`config.mk`:
```
export PLATFORM = sky130hd
export DESIGN_NAME = seq_alu
export DESIGN_NICKNAME = d
export VERILOG_FILES = /design/src/rtl/alu_pkg.sv /design/src/rtl/seq_mul.sv /design/src/rtl/seq_alu.sv
export SDC_FILE = /design/constraint.sdc
export NUM_CORES = 1
export LEC_CHECK = 0
export BUFFER_PORTS_ARGS = -buffer_cell sky130_fd_sc_hd__buf_2
export CORE_MARGIN = 10
export CORE_UTILIZATION = 52
export DETAILED_ROUTE_END_ITERATION = 7
export PLACE_DENSITY = 0.74
export SKIP_LAST_GASP = 1
export SYNTH_ARGS = -nofsm -noshare
export SYNTH_HDL_FRONTEND = slang
export SYNTH_HIERARCHICAL = 1
export SYNTH_SLANG_ARGS = --single-unit
```
`constraint.sdc`:
```
create_clock -name clk -period 3.7 [get_ports clk]
set_input_delay 0.185 -clock clk [delete_from_list [all_inputs] [get_ports clk]]
set_output_delay 0.185 -clock clk [all_outputs]
set_load 0.005 [all_outputs]
```
`src/rtl/alu_pkg.sv`:
```
// Shared definitions for the sequential ALU: opcodes, FSM encoding, default width.
package alu_pkg;

  localparam int DEF_WIDTH = 32;

  localparam logic [3:0] OP_ADD  = 4'd0;
  localparam logic [3:0] OP_SUB  = 4'd1;
  localparam logic [3:0] OP_XOR  = 4'd2;
  localparam logic [3:0] OP_SLT  = 4'd3;
  localparam logic [3:0] OP_AND  = 4'd4;
  localparam logic [3:0] OP_NAND = 4'd5;
  localparam logic [3:0] OP_NOR  = 4'd6;
  localparam logic [3:0] OP_OR   = 4'd7;
  localparam logic [3:0] OP_MUL  = 4'd8;

  typedef enum logic [1:0] {
    S_IDLE = 2'd0,
    S_MUL  = 2'd1,
    S_DONE = 2'd2
  } state_t;

endpackage

```
`src/rtl/seq_mul.sv`:
```
// Iterative shift-add unsigned multiplier: one partial product per cycle for
// WIDTH cycles after start. done is high during the cycle whose closing edge
// performs the final iteration, so the full product is in product right after it.
module seq_mul #(
  parameter int WIDTH = alu_pkg::DEF_WIDTH
) (
  input  logic               clk,
  input  logic               rst_n,
  input  logic               start,
  input  logic [WIDTH-1:0]   a,
  input  logic [WIDTH-1:0]   b,
  output logic               done,
  output logic [2*WIDTH-1:0] product
);

  localparam int CW = $clog2(WIDTH + 1);

  logic [2*WIDTH-1:0] mcand;
  logic [WIDTH-1:0]   mplier;
  logic [CW-1:0]      cnt;
  logic               running;

  assign done = running && (cnt == CW'(1));

  // Load operands on start, then add/shift one multiplier bit per cycle; product holds afterwards
  always_ff @(posedge clk or negedge rst_n) begin
    if (!rst_n) begin
      mcand   <= '0;
      mplier  <= '0;
      product <= '0;
      cnt     <= '0;
      running <= 1'b0;
    end else if (start) begin
      mcand   <= {{WIDTH{1'b0}}, a};
      mplier  <= b;
      product <= '0;
      cnt     <= CW'(WIDTH);
      running <= 1'b1;
    end else if (running) begin
      if (mplier[0]) begin
        product <= product + mcand;
      end
      mcand  <= mcand << 1;
      mplier <= mplier >> 1;
      cnt    <= cnt - CW'(1);
      if (cnt == CW'(1)) begin
        running <= 1'b0;
      end
    end
  end

endmodule

```
`src/rtl/seq_alu.sv`:
```
// Sequential ALU with valid/ready handshake. Single-cycle ops finish one cycle
// after acceptance; MUL iterates in seq_mul for WIDTH cycles. Results are held
// in DONE until the consumer takes them.
module seq_alu
  import alu_pkg::*;
#(
  parameter int WIDTH = DEF_WIDTH
) (
  input  logic             clk,
  input  logic             rst_n,
  input  logic             in_valid,
  output logic             in_ready,
  input  logic [3:0]       op,
  input  logic [WIDTH-1:0] a,
  input  logic [WIDTH-1:0] b,
  output logic             out_valid,
  input  logic             out_ready,
  output logic [WIDTH-1:0] result,
  output logic             zero,
  output logic             overflow,
  output logic             cout,
  output logic             busy
);

  localparam int MSB = WIDTH - 1;

  state_t               state, state_nxt;
  logic                 accept, mul_start, mul_done, mul_sel;
  logic [2*WIDTH-1:0]   product;
  logic [3:0]           op_q;
  logic [WIDTH-1:0]     res_q;
  logic                 ovf_q, cout_q;

  // Single-cycle operations; returns {cout, overflow, result}
  function automatic logic [WIDTH+1:0] alu_eval(input logic [3:0] f,
                                                input logic [WIDTH-1:0] x,
                                                input logic [WIDTH-1:0] y);
    logic [WIDTH:0]          sum;
    logic signed [WIDTH-1:0] sx, sy;
    logic [WIDTH-1:0]        r;
    logic                    v, c;
    sx  = x;
    sy  = y;
    sum = '0;
    r   = '0;
    v   = 1'b0;
    c   = 1'b0;
    case (f)
      OP_ADD: begin
        sum = {1'b0, x} + {1'b0, y};
        r   = sum[MSB:0];
        c   = sum[WIDTH];
        v   = (x[MSB] == y[MSB]) && (r[MSB] != x[MSB]);
      end
      OP_SUB: begin
        sum = {1'b0, x} + {1'b0, ~y} + (WIDTH+1)'(1);
        r   = sum[MSB:0];
        c   = sum[WIDTH];
        v   = (x[MSB] != y[MSB]) && (r[MSB] != x[MSB]);
      end
      OP_XOR:  r = x ^ y;
      // Direct signed compare, so an overflowing a-b cannot flip the answer
      OP_SLT:  r = {{(WIDTH-1){1'b0}}, (sx < sy)};
      OP_AND:  r = x & y;
      OP_NAND: r = ~(x & y);
      OP_NOR:  r = ~(x | y);
      OP_OR:   r = x | y;
      default: r = '0;
    endcase
    return {c, v, r};
  endfunction

  assign accept    = in_valid && in_ready;
  assign mul_start = accept && (op == OP_MUL);

  seq_mul #(.WIDTH(WIDTH)) u_mul (
    .clk     (clk),
    .rst_n   (rst_n),
    .start   (mul_start),
    .a       (a),
    .b       (b),
    .done    (mul_done),
    .product (product)
  );

  // State register
  always_ff @(posedge clk or negedge rst_n) begin
    if (!rst_n) state <= S_IDLE;
    else        state <= state_nxt;
  end

  // Next-state logic; requests outside IDLE never reach accept
  always_comb begin
    state_nxt = state;
    case (state)
      S_IDLE: if (accept)    state_nxt = (op == OP_MUL) ? S_MUL : S_DONE;
      S_MUL:  if (mul_done)  state_nxt = S_DONE;
      S_DONE: if (out_ready) state_nxt = S_IDLE;
      default:               state_nxt = S_IDLE;
    endcase
  end

  // Handshake and status outputs decoded from state
  always_comb begin
    in_ready  = (state == S_IDLE);
    busy      = (state == S_MUL);
    out_valid = (state == S_DONE);
  end

  // Capture op and the single-cycle result at acceptance; MUL results come from seq_mul
  always_ff @(posedge clk or negedge rst_n) begin
    if (!rst_n) begin
      op_q   <= '0;
      res_q  <= '0;
      ovf_q  <= 1'b0;
      cout_q <= 1'b0;
    end else if (accept) begin
      op_q <= op;
      if (op == OP_MUL) {cout_q, ovf_q, res_q} <= '0;
      else              {cout_q, ovf_q, res_q} <= alu_eval(op, a, b);
    end
  end

  // Zero is only meaningful alongside a presented result, which also keeps it low in reset
  assign mul_sel  = (state == S_DONE) && (op_q == OP_MUL);
  assign result   = mul_sel ? product[MSB:0] : res_q;
  assign overflow = mul_sel ? (|product[2*WIDTH-1:WIDTH]) : ovf_q;
  assign cout     = mul_sel ? 1'b0 : cout_q;
  assign zero     = out_valid && (result == '0);

endmodule
```
; ---- Word level (Yosys, flattened, before mapping)
; Index checks and enable logic that the tools add are counted.
; Widths: inputs -> output; s select.
[totals]
reg_bits = 207
output_inout_bits = 38
word_cells = 82
[op_classes]
add_sub_neg = 5
magnitude_cmp = 1
eq_ne = 19
muxes = 26
bitwise_logic = 6
n_reduce_logical = 15
[ops]
columns = operator, count
row1 = $mux 64, 5
row2 = $pmux 32 s8, 1
row3 = $mux 32, 4
row4 = $not 32->32, 3
row5 = $add 32x32->33, 2
row6 = $add 64x64->64, 1
row7 = $add 33x1->33 const B, 1
row8 = $and 32x32->32, 1
row9 = $logic_not 32->1, 1
row10 = $lt 32x32->1, 1
row11 = $or 32x32->32, 1
row12 = $reduce_or 32->1, 1
row13 = $xor 32x32->32, 1
row14 = $eq 4x3->1 const B, 4
row15 = $mux 6, 2
row16 = $eq 4x2->1 const B, 2
row17 = $eq 4x4->1 const B, 2
row18 = $mux 2, 4
row19 = $logic_and 1x1->1, 7
row20 = $mux 1, 7
row21 = $eq 6x1->1 const B, 1
row22 = $ne 2x1->1 const B, 3
row23 = $pmux 2 s3, 1
row24 = $sub 6x1->6 const B, 1
row25 = 11 further kinds, 15

; ---- Longest topological paths before layout
; Gate-level depths: netlist of run 1.
[depth]
depth_word = 7
mapped_depth = 13

; ---- Hierarchy
; Netlist of run 1, hierarchy kept.
[by_module_without_submodules]
columns = mod, n_inst, cells_per_inst, area_each_um2
row1 = seq_mul, 1, 1241, 10809.1
row2 = seq_alu, 1, 1079, 8097.8

; ---- Worst setup path before layout of run 1
; Ideal clock, no wire load.
[synth_path]
kind = reg-to-reg
from = register u_mul.product[1]
to = register u_mul.product[61]
setup_time_ps = 146
arrival_time_ps = 2996
path_slack_ps = 558
stages_incl_launch_ff = 12
n_path_buf = 0
period_less_slack_ps = 3142
cell_sequence = dfrtp_1 ha_1 a211o_1 a211oi_1 o31a_1 o21ai_0 a31oi_1 o21ai_0 a31o_2 a32oi_1 mux2i_1 o311ai_0
[synth_via]
elab_chain_len = 4
[synth_rtl]
columns = item, line
row1 = "start, declared", seq_mul.sv:13  ; output logic [2*WIDTH-1:0] product
row2 = "start signal, assigned", seq_mul.sv:41  ; product <= product + mcand;
row3 = $add 64x64->64, seq_mul.sv:41
row4 = $mux 64, seq_mul.sv:40  ; if (mplier[0]) begin
row5 = $mux 64, seq_mul.sv:39  ; end else if (running) begin
row6 = $mux 64, seq_mul.sv:33  ; end else if (start) begin
; No other way between the ends. The select of a mux whose other input is x is not followed.
; A chain may end at the register's enable or synchronous reset.

; ---- Worst setup path in the final report of run 1
[layout_path]
from = register state[1]
to = output port zero
[layout_via]
elab_chain_len = 5
[layout_rtl]
columns = item, line
row1 = "start, declared", seq_alu.sv:27  ; state_t state, state_nxt;
row2 = "start signal, assigned", seq_alu.sv:89  ; else state <= state_nxt;
row3 = $eq 2x2->1 (*), "seq_alu.sv:107, seq_alu.sv:125"
row4 = $logic_and 1x1->1, seq_alu.sv:125  ; assign mul_sel = (state == S_DONE) && (op_q == OP_MUL);
row5 = $mux 32, seq_alu.sv:126  ; assign result = mul_sel ? product[MSB:0] : res_q;
row6 = $logic_not 32->1, seq_alu.sv:129  ; assign zero = out_valid && (result == '0);
row7 = $logic_and 1x1->1 (*), seq_alu.sv:129
row8 = "end, declared", seq_alu.sv:19  ; output logic zero,
; Mark *: on every way between the ends. The rest lies on a longest branch, timed or not.

==> flow_summary.toml, run 1 <==
[outcome]
status = "complete, no violations"

[pwr]
p_total_mw = 14.1
ir_drop_mv = 0.339
p_per_area_nw_per_um2 = 661
p_leak_nw = 10.3

[synthesis]
yosys_warnings = 6
synth_seq_cells = 207
synthCells = 2320
async_reset_ff_share_pct = 100
syn_avg_cell_area_um2 = 8.15
ys_seq_area_share_pct = 27.4
synth_nets = 2573
synth_cell_types = 103
ys.flop_type = "dfrtp_1"
syn_area_um2 = 18900
synth_edf_count = 0

[die]
fp.dieW_um = 211
io_pins = 110
die-area_um2 = 44400
rows = 69
die_h_um = 211
initial_core_util_pct = 52.9
core_um2 = 35700

[cells_and_area]
layout_commonest_cell = "nand2_1"
most-common-layout-cells = "nand2_1, a21oi_1, dfrtp_1, nor2_1, ha_1"
fin_util_pct = 59.5
instances_no_fill = 2914
nets = 2686
design_area_um2 = 21300
drive_gt1_share_pct = 12.3
area_delta_synth_final_pct = 12.6

[routing]
wire_per_inst_um = 21.3
viasPerCell = 6.22
drc = 0
dr.pass1.iters = 6
vias = 18100
drt-initial-drc-count = 1916
drtAntennaViolNets = 0
finalWirelength_mm = 62.1

[sta]
max_clock_freq_ghz = 0.283
final_max_slew_viol_count = 0
hold_viol = 0
whs_ps = 34.1
clock_skew_ps = 13.3
min_period_ps = 3540
layout_worst_path_cycle_share_pct = 95.6
tightest_slew_ps = 920
relSlewSlack_pct = 38.7
layout_setup_ws_ps = 163
rsz0062_at_grt = "no"
setup-tns-final_ps = 0
setup_viol = 0

[setup_path]
crit_path_start_kind = "flop"
required_ps = 3510
critPathMaxFanout = 14
path_class = "flop to primary output"
arrival_ps = 3350
cp-end-kind = "primary output"

[global_route]
grt-ovfl-total = 0
grt_pass1_wl_mm = 98.8
antenna_found_initial = 0
grt_start_max_net_pins = 145
grtUsageTotal_pct = 27.3
grt_pass1_vias = 17800

[clock_tree]
insertion_delay_ps = 560
cts_root_buf = "clkbuf_16"
h-tree-depth = 1
post_cts_buffers = 0
cts_sinks = 207
clock_path_buffers = 3
clkTransAtPathRegs_ps = 60
cts_tree = "yes"
numCtsBuffers = 26

[placed_design]
port_buffers = 109
dp_hpwl_mm = 46.5
gp_congestion = 0.967
dpl_cell_area_um2 = 19800
dp_cells = 2806
dp_slack_ps = 114

[run]
cap_violations = 0

[hold_path]
hp-class = "input port to flop"
==> state kept, by name, summed over array words and instances, names as in the netlist <==
register / flops
u_mul/mplier: 32
res_q: 32
ovf_q: 1
u_mul/mcand: 64
cout_q: 1
op_q: 4
u_mul/product: 64
u_mul/cnt: 6
u_mul/running: 1
state: 2
==> cell usage after synthesis, types with 6 or more instances <==
master | instances | area (um2)
nor4_1 | 25 | 156
clkbuf_1 | 88 | 330
xnor2_1 | 90 | 788
buf_4 | 7 | 52.6
o21bai_1 | 28 | 210
or4_1 | 7 | 52.6
clkbuf_8 | 8 | 110
o22ai_1 | 7 | 43.8
nand4_1 | 22 | 138
o21ai_0 | 171 | 856
a22o_1 | 7 | 61.3
nor2_1 | 182 | 683
a22oi_1 | 7 | 52.6
nand3_1 | 43 | 215
a211o_1 | 10 | 87.6
nand2_1 | 284 | 1070
and2_2 | 7 | 52.6
a211oi_1 | 23 | 173
or3_1 | 13 | 81.3
inv_2 | 10 | 37.5
nor3_1 | 45 | 225
buf_1 | 12 | 45.0
mux2_2 | 32 | 360
xor2_1 | 25 | 219
a21oi_1 | 220 | 1100
dfrtp_1 | 207 | 5180
a21o_1 | 42 | 315
nand2b_1 | 14 | 87.6
and3_1 | 11 | 68.8
mux2i_1 | 129 | 1290
buf_2 | 15 | 75.1
nor2b_1 | 13 | 81.3
inv_1 | 107 | 402
a31oi_1 | 21 | 131
a221oi_1 | 12 | 105
o211ai_1 | 11 | 82.6
and2_1 | 10 | 62.6
a31o_2 | 6 | 52.6
o21ai_1 | 6 | 30.0
o21a_1 | 14 | 105
o31ai_1 | 22 | 165
ha_1 | 178 | 2230
==> routing by layer <==
layer  wire [um]  global-route usage [%]  vias up
met5           0                       0        -
met4        1970                    8.69        0
met3        3940                    3.75      121
li1            -                       -     8516
met1       26400                    35.6     8777
met2       29800                    45.9      701
==> area by class of cell <==
cell class	count	area, um2
antenna	1	2.50
clock buffer	34	731
clock inverter	13	113
fill	3229	14500
inverter	121	457
multi-input combinational	1856	12600
sequential	207	5180
tap	461	577
timing repair buffer	221	1580
==> cell families (layout without fill, tap and decap cells) <==
family	Yosys count	count (layout)	share of synthesized area [%]
fa+ha+maj	181	181	12.1
simple gates	708	708	17.1
buf+inv	257	389	5.98
other cells	0	1	0
mux	161	161	8.74
xor+xnor	115	115	5.33
flops	207	207	27.4
compound gates	691	691	23.3
==> power breakdown <==
group	internal (mW)	leakage [nW]	switching, mW
Clock	1.46	0.413	1.08
Sequential	3.15	2.66	0.797
Combinational	3.05	7.23	4.54
==> worst paths after layout <==
check / cells past startpoint / slack, ps / endpoint / start
min: 3 / 30 / u_mul/mcand[21] / a[21]
min reg2reg: 2 / 480 / op_q[2] / op_q[2]
max reg2reg: 11 / 200 / u_mul/product[63] / u_mul/product[16]
max: 8 / 160 / zero / state[1]
max in group asynchronous: 3 / 2370 / u_mul/mcand[14] / rst_n
min in group asynchronous: 2 / 270 / u_mul/cnt[4] / rst_n
==> worst max-delay path: stages (launching register included) <==
cell	delay [ps]
dfrtp_1	410
nor2b_1	400
nand2_1	280
buf_4	270
or3_1	310
a2111oi_0	350
and4_1	420
and4_1	230
buf_2	120
==> what timing repair did <==
action                                  CTS  global route
hold endpoints to repair                166             0
pin swaps                                 0             0
hold buffers                             60             0
gates resized for setup                   1             4
endpoints found under the setup margin    1             8
(Power assumes the default switching activity.)
==> inputs of run 2 (changes only) <==
--- a/config.mk
+++ b/config.mk
@@ -6,6 +6,7 @@
 export NUM_CORES = 1
 export LEC_CHECK = 0
 export BUFFER_PORTS_ARGS = -buffer_cell sky130_fd_sc_hd__buf_2
+export CORE_ASPECT_RATIO = 0.75
 export CORE_MARGIN = 10
 export CORE_UTILIZATION = 52
 export DETAILED_ROUTE_END_ITERATION = 7
==> flow_summary.toml, run 2 (synthesis results as in run 1) <==
[outcome]
status = "complete, no violations"

[die]
rows = 60
initial_core_util_pct = 52.7
die-area_um2 = 44500
die_h_um = 185
io_pins = 110
core_um2 = 35900
fp.dieW_um = 240

[clock_tree]
h-tree-depth = 1
clock_path_buffers = 3
cts_root_buf = "clkbuf_16"
post_cts_buffers = 0
insertion_delay_ps = 560
cts_sinks = 207
cts_tree = "yes"
clkTransAtPathRegs_ps = 60
numCtsBuffers = 25

[sta]
tightest_slew_ps = 835
rsz0062_at_grt = "yes"
clock_skew_ps = 25.1
setup-tns-final_ps = 0
min_period_ps = 3620
setup_viol = 0
final_max_slew_viol_count = 0
max_clock_freq_ghz = 0.276
hold_viol = 0
relSlewSlack_pct = 44.2
layout_worst_path_cycle_share_pct = 97.8

[global_route]
grt_start_max_net_pins = 195
antenna_found_initial = 1
grtUsageTotal_pct = 28.6
grt-ovfl-total = 0
grt_pass1_vias = 17600
grt_pass1_wl_mm = 101

[setup_path]
r2r_setup_slack_ps = 140
r2r_start = "u_mul/mcand[12]"
path_class = "flop to primary output"
required_ps = 3510
cp-end-kind = "primary output"
arrival_ps = 3430
reg2reg_depth = 11
critPathMaxFanout = 13
crit_path_start_kind = "flop"
r2r-end = "u_mul/product[58]"

[hold_path]
hp-class = "input port to flop"
hp-start = "a[9]"
min_to = "u_mul/mcand[9]"
hold_path_depth = 3

[cells_and_area]
fin_util_pct = 59.7
reg_top3 = "u_mul/mcand (64), u_mul/product (64)"
drive_gt1_share_pct = 12.7
most-common-layout-cells = "nand2_1, a21oi_1, dfrtp_1, nor2_1, ha_1"
layout_commonest_cell = "nand2_1"
nets = 2702
area_delta_synth_final_pct = 13.2

[placed_design]
dp_hpwl_mm = 48.4
gp_congestion = 0.985
port_buffers = 109

[routing]
viasPerCell = 6.20
vias = 18200
drc = 0
dr.pass1.iters = 8
finalWirelength_mm = 64.9
drtAntennaViolNets = 0
drt-initial-drc-count = 1809
wire_per_inst_um = 22.1

[pwr]
p_leak_nw = 10.4
p_per_area_nw_per_um2 = 662
ir_drop_mv = 0.462

[run]
cap_violations = 0
run 2: cell count changes in the layout (fill, tap and decap cells not counted), moves of 2 or more:
| cell | delta |
|---|---|
| clkinvlp_4 | -3 |
| dlygate4sd3_1 | +3 |
| clkbuf_8 | -3 |
| o31ai_2 | -3 |
| buf_4 | +14 |
| o31ai_1 | +2 |
| inv_6 | +3 |
run 2: power by group:
part | total (mW) | internal (mW) | switching, mW
Sequential | 4.00 | 3.15 | 0.855
Clock | 2.49 | 1.42 | 1.07
Combinational | 7.68 | 3.10 | 4.59
Total | 14.2 | 7.67 | 6.50
run 2: worst max path at each step:
stage,from,to,slack [ps],cells after the start
6_report,state[1],zero,80,8
5_1_grt,op_q[1],zero,-50,8
4_1_cts,op_q[1],zero,100,8
3_5_place_dp,u_mul/mcand[12],u_mul/product[58],170,11
3_3_place_gp,a[16],res_q[28],210,13
2_1_floorplan,u_mul/product[1],u_mul/product[61],560,11
run 2: layout make-up:
cell class / instances / area (um2)
flip-flops and latches: 207 / 5180
clock buffers: 31 / 668
well taps: 465 / 582
inverters: 121 / 457
multi-input cells: 1856 / 12700
repair buffers: 238 / 1720
diodes: 1 / 2.50
fillers: 3241 / 14500
clock inverters: 13 / 130
run 2: what timing repair did:
action	in CTS	in global routing
endpoints found under the hold margin	149	0
pin swaps	0	3
resized for setup	2	7
endpoints found under the setup margin	1	8
hold buffers	63	0
run 2: per-layer routing:
metal | GRT usage, % | part of all wire (%) | up-vias | wire length (um)
met1 | 40.4 | 46 | 8743 | 30000
li1 | - | - | 8549 | -
met5 | 0 | 0 | - | 0
met2 | 42.5 | 42 | 765 | 27100
met3 | 6.18 | 8.7 | 107 | 5640
met4 | 9.07 | 3.3 | 0 | 2150
run 2: worst max-delay path: stages (launching register included):
cell and delay, ps:
dfrtp_1 390, nor2b_1 380, nand2_2 310, buf_4 280, mux2_2 340, nor4_1 390, nor4b_4 370, and4_1 270
buf_2 130
run 2: metrics by stage:
| stage | total power [mW] | setup slack (ps) | hold slack, ps | cells | area [um2] |
|---|---|---|---|---|---|
| global route | 15.2 | -50.0 | 54.0 | 2932 | 21400 |
| floorplan | 9.40 | 558 | -111 | 2320 | 18900 |
| finish | 14.2 | 82.5 | 29.1 | 2932 | 21400 |
| detailed placement | 11.4 | 169 | 265 | 2824 | 19900 |
| CTS | 14.0 | 96.3 | 6.62 | 2931 | 21400 |
| global placement | 11.2 | 215 | 249 | 2824 | 19900 |
